File: config.mk
export PLATFORM = sky130hd
export DESIGN_NAME = arm_reg_file
export DESIGN_NICKNAME = d
export VERILOG_FILES = /design/src/rtl/arm_reg_file.sv
export SDC_FILE = /design/constraint.sdc
export NUM_CORES = 1
export LEC_CHECK = 0
export CAP_MARGIN = 25
export CORE_MARGIN = 4
export CORE_UTILIZATION = 30
export DETAILED_ROUTE_END_ITERATION = 12
export DONT_BUFFER_PORTS = 1
export GPL_TIMING_DRIVEN = 0
export SLEW_MARGIN = 20
export SYNTH_ARGS = -nofsm -noshare
export SYNTH_HDL_FRONTEND = slang
export SYNTH_SLANG_ARGS = --single-unit
File: constraint.sdc
create_clock -name clk -period 4.9 [get_ports clk]
set_input_delay 0.245 -clock clk [delete_from_list [all_inputs] [get_ports clk]]
set_output_delay 0.245 -clock clk [all_outputs]
set_load 0.01 [all_outputs]
File: src/rtl/arm_reg_file.sv
// rtl/arm_reg_file.sv - ARM-style register file with integrated PC, link update and branch flush pulse
// Optional build macro: REGFILE_BYPASS_EN (same-cycle write-through on the read ports).
module arm_reg_file #(
  parameter int DATA_WIDTH = 32,
  parameter int ADDR_WIDTH = 4,
  parameter int PC_INDEX   = 15,
  parameter int LR_INDEX   = 14,
  parameter int PC_STEP    = 4,
  parameter int PC_RESET   = 0
) (
  input  logic                  clk,
  input  logic                  reset,
  input  logic                  writeEnable,
  input  logic [ADDR_WIDTH-1:0] writeDestination,
  input  logic [DATA_WIDTH-1:0] writeData,
  input  logic                  linkBit,
  input  logic                  pcStall,
  input  logic [ADDR_WIDTH-1:0] readReg1,
  input  logic [ADDR_WIDTH-1:0] readReg2,
  output logic [DATA_WIDTH-1:0] readData1,
  output logic [DATA_WIDTH-1:0] readData2,
  output logic [DATA_WIDTH-1:0] pcOut,
  output logic                  writeToPC
);

  localparam int                  NUM_REGS  = 2 ** ADDR_WIDTH;
  localparam logic [ADDR_WIDTH-1:0] PC_IDX  = ADDR_WIDTH'(PC_INDEX);
  localparam logic [ADDR_WIDTH-1:0] LR_IDX  = ADDR_WIDTH'(LR_INDEX);
  localparam logic [DATA_WIDTH-1:0] STEP1   = DATA_WIDTH'(PC_STEP);
  localparam logic [DATA_WIDTH-1:0] STEP2   = DATA_WIDTH'(2 * PC_STEP);
  localparam logic [DATA_WIDTH-1:0] PC_INIT = DATA_WIDTH'(PC_RESET);

  // The entry at PC_IDX is never written; the PC lives in r_pc instead.
  logic [DATA_WIDTH-1:0] r_regs [NUM_REGS];
  logic [DATA_WIDTH-1:0] r_pc;
  logic                  r_write_to_pc;

  logic                  w_branch;
  logic                  w_gen_write;
  logic                  w_link;
  logic [DATA_WIDTH-1:0] w_pc_plus_step;
  logic [DATA_WIDTH-1:0] w_pc_plus_two;
  logic [DATA_WIDTH-1:0] w_pc_next;
  logic [DATA_WIDTH-1:0] w_rd1;
  logic [DATA_WIDTH-1:0] w_rd2;

  assign w_branch       = writeEnable && (writeDestination == PC_IDX);
  assign w_gen_write    = writeEnable && (writeDestination != PC_IDX);
  assign w_link         = writeEnable && linkBit;
  // Sums wrap modulo 2**DATA_WIDTH; the carry is simply dropped.
  assign w_pc_plus_step = r_pc + STEP1;
  assign w_pc_plus_two  = r_pc + STEP2;

  // PC next-state: a branch beats a stall, a stall beats the normal step.
  always_comb begin
    w_pc_next = w_pc_plus_step;
    if (w_branch) begin
      w_pc_next = writeData;
    end else if (pcStall) begin
      w_pc_next = r_pc;
    end
  end

  // PC register and the one-cycle flush pulse that follows any branch edge.
  always_ff @(posedge clk or negedge reset) begin
    if (!reset) begin
      r_pc          <= PC_INIT;
      r_write_to_pc <= 1'b0;
    end else begin
      r_pc          <= w_pc_next;
      r_write_to_pc <= w_branch;
    end
  end

  // General registers; the link write comes last so it wins over a same-index write-back.
  always_ff @(posedge clk or negedge reset) begin
    if (!reset) begin
      for (int i = 0; i < NUM_REGS; i++) begin
        r_regs[i] <= '0;
      end
    end else begin
      if (w_gen_write) begin
        r_regs[writeDestination] <= writeData;
      end
      if (w_link) begin
        r_regs[LR_IDX] <= w_pc_plus_step;
      end
    end
  end

  // Read port 1: PC reads carry the two-step pipeline offset and are never bypassed.
  always_comb begin
    w_rd1 = (readReg1 == PC_IDX) ? w_pc_plus_two : r_regs[readReg1];
`ifdef REGFILE_BYPASS_EN
    if (readReg1 != PC_IDX) begin
      if (w_link && (readReg1 == LR_IDX)) begin
        w_rd1 = w_pc_plus_step;
      end else if (writeEnable && (readReg1 == writeDestination)) begin
        w_rd1 = writeData;
      end
    end
`endif
  end

  // Read port 2: identical to port 1, fully independent.
  always_comb begin
    w_rd2 = (readReg2 == PC_IDX) ? w_pc_plus_two : r_regs[readReg2];
`ifdef REGFILE_BYPASS_EN
    if (readReg2 != PC_IDX) begin
      if (w_link && (readReg2 == LR_IDX)) begin
        w_rd2 = w_pc_plus_step;
      end else if (writeEnable && (readReg2 == writeDestination)) begin
        w_rd2 = writeData;
      end
    end
`endif
  end

  assign readData1 = w_rd1;
  assign readData2 = w_rd2;
  assign pcOut     = r_pc;
  assign writeToPC = r_write_to_pc;

endmodule

==> qor.txt <==
f_max -> 247.0 MHz
fraction of registers with async set/reset -> 1.000
gr ovfl total -> 0
Total Routing Usage GR -> 0.2141
EDFF count, synth -> 0
Worst Path Arrival -> 3.80 ns
post-synthesis cell count -> 2172
CTS tree -> done
RePlAce Congestion -> 0.9643
minimum clock period -> 4.049 ns
drt total wl -> 112800 um
first-pass GRT wire length -> 158700 um
normalized max-slew margin -> -0.1883
Core Footprint -> 96570 um^2
Ports -> 146
routed vias -> 20970
# Post-CTS Setup Buffers -> 0
final setup fails -> 0
largest net degree at the start of global routing -> 528
Worst R2R End -> pcOut[10]$_DFFE_PN0P_
CTS Buf Count -> 55
Worst-Margin Slew -> 1.782 ns
status -> complete, but fails checks
Syn Area/Cell -> 13.44 um^2
R2R Setup Slk -> 1.92 ns
static leakage -> 13.06 nW
ys flop type -> dfrtp_1
cells along the critical path -> ha_1, nand4_2, nor3_2, buf_4, xnor2_1, a221oi_1
CTS Root Buffer Type -> clkbuf_16
post-CTS resize count -> 0
Antenna Nets Post-Route -> 0
Yosys reg bits -> 527
final-report max-slew violation count -> 138
Crit Path Max Fanout -> 10
P per Cell Area -> 429.0 nW/um^2
failing checks -> negative hold slack, max-slew violations
CP Buf/Inv Count -> 1
worst skew pair latency -> 0.64 ns
die area -> 102300 um^2
Die H -> 319.9 um
Worst setup EP type -> output port
initial core utilization -> 0.3022
total power -> 0.01417 W
layout cells sized above 1 -> 0.4056
register area share after synthesis -> 0.4519
FP Rows -> 114
CP max-delay cell -> a221oi_1
critical path type -> reg -> out
Post-Syn Area -> 29180 um^2
crit share post-route -> 0.8263
clock sinks -> 527
Final Skew -> 0.02370 ns
antenna violations before repair -> 10
worst reg-to-reg path cell count -> 7
Final Hold Vio Count -> 527
min-delay worst type -> in -> async
Die Wd -> 319.9 um
via-per-instance ratio -> 5.823
RR Startpoint -> pcOut[3]$_DFFE_PN0P_
DR iter-0 viols -> 2450
area grow syn2layout -> 13.14%
DRC -> 0
IO buf count -> 0
H-tree depth -> 2
largest delay contributor family on the critical path -> compound AO/OA/AOI/OAI gates
Distinct cells, synth -> 52
Clock Pin Slew Worst Setup and Hold Paths -> 0.06 ns
RSZ-0062 raised after global routing -> false
CP peak stage delay -> 0.87 ns
Stages on worst setup path -> 6
worst path required time -> 4.66 ns
syn nets -> 2223
Layout Nets -> 2317
Syn. warnings -> 0
max cap viols -> 0
Fin Hold WS -> -0.6579 ns
number of global-route vias before repair -> 21040
CP startpoint kind -> flop
hold_buf cts -> 35
HPWL after detailed placement -> 78650 um
Max VDD drop -> 0.0002627 V
Max clock buf depth -> 3
Routed WL per cell -> 31.30 um
drt pass-1 iters -> 6
Setup TNS Final -> 0 ns
## worst max-delay path by stage
stage	end	slack (ns)	start
after CTS	readData2[15]	0.79	pcOut[3]$_DFFE_PN0P_
after global placement	readData1[28]	1.13	readReg1[2]
after detailed placement	readData2[15]	1.48	pcOut[3]$_DFFE_PN0P_
after global routing	readData2[15]	0.57	pcOut[3]$_DFFE_PN0P_
final	readData2[15]	0.85	pcOut[3]$_DFFE_PN0P_
after floorplan	readData2[15]	2.72	pcOut[4]$_DFFE_PN0P_
## where the power goes
group	leakage (nW)	switching, W	internal [W]	total (W)
clock network	0.898	0.00187	0.00244	0.00431
registers	6.51	0.000898	0.00536	0.00626
logic	5.65	0.00170	0.00190	0.00359
## cells by family after synthesis
family	share of synthesized area
AO/OA/AOI/OAI	0.06487
XOR/XNOR	0.02521
adder cells (fa/ha/maj)	0.0008573
buffers and inverters	0.03914
flip-flops	0.4519
multiplexers	0.3597
AND/OR/NAND/NOR	0.05831
## through the flow
step,instance area (um^2),std cells,setup WS [ns],utilization
3_3_place_gp,30780,3448,1.134,0.3188
5_1_grt,32990,3589,0.5666,0.3416
6_report,33020,3602,0.8513,0.3419
3_5_place_dp,30790,3449,1.479,0.3189
2_1_floorplan,29180,2172,2.717,-
4_1_cts,32960,3585,0.7902,0.3414
## routing by layer
layer | up-vias | global-route usage | part of all wire
li1 | 8512 | - | -
met1 | 11070 | 0.2637 | 0.38
met2 | 1105 | 0.3327 | 0.45
met3 | 288 | 0.07695 | 0.11
met4 | 0 | 0.1074 | 0.054
met5 | - | 0 | 0
## final cells by class
type	instances	area (um^2)
flip-flops and latches	527	13190
diodes	16	40.04
well taps	1276	1597
plain buffers	237	1114
clock buffers	84	1665
inverters	8	30.03
clock inverters	17	153.9
fillers	9444	63550
multi-input cells	1400	14850
repair buffers	37	376.6
## cell usage in the layout (no fill, tap or decap), types with 9 or more instances in the layout
cell,count
o21ai_0,55
mux2_2,498
clkinv_2,9
nor2_1,35
mux4_2,206
xor2_1,57
mux2_1,9
buf_2,96
o22ai_1,17
nand3_1,75
buf_4,16
clkbuf_1,118
a22oi_1,27
xnor2_1,27
o221ai_1,85
dlygate4sd3_1,35
diode_2,16
nand2b_1,52
clkbuf_8,18
dfrtp_1,527
clkbuf_16,55
a21oi_1,52
mux2i_1,15
nor3_1,9
nand2_1,74
nand4_1,16
## registers in the layout, summed over array words and instances, names as in the netlist
signal and count:
pcOut 32, r_regs 494, writeToPC 1
## cells in the mapped netlist (all sizes together), types with 6 or more instances
cell type | number | area share
nor2b | 7 | 0.0015
xnor2 | 27 | 0.0081
xor2 | 57 | 0.017
mux2i | 15 | 0.0051
nand4 | 19 | 0.0053
nor4 | 6 | 0.0025
o22ai | 17 | 0.0036
nand2b | 52 | 0.011
o21ai | 61 | 0.010
clkbuf | 112 | 0.015
a22oi | 27 | 0.0069
buf | 125 | 0.024
nor3 | 17 | 0.0043
nand3 | 75 | 0.013
dfrtp | 527 | 0.45
nand2 | 75 | 0.0097
inv | 7 | 0.00090
a221o | 6 | 0.0021
mux2 | 507 | 0.20
and3 | 8 | 0.0017
nor2 | 35 | 0.0045
o221ai | 85 | 0.026
a21oi | 52 | 0.0089
a31oi | 8 | 0.0017
mux4 | 206 | 0.16
a22o | 6 | 0.0018
Note: power is estimated with default switching activity, not from simulation.
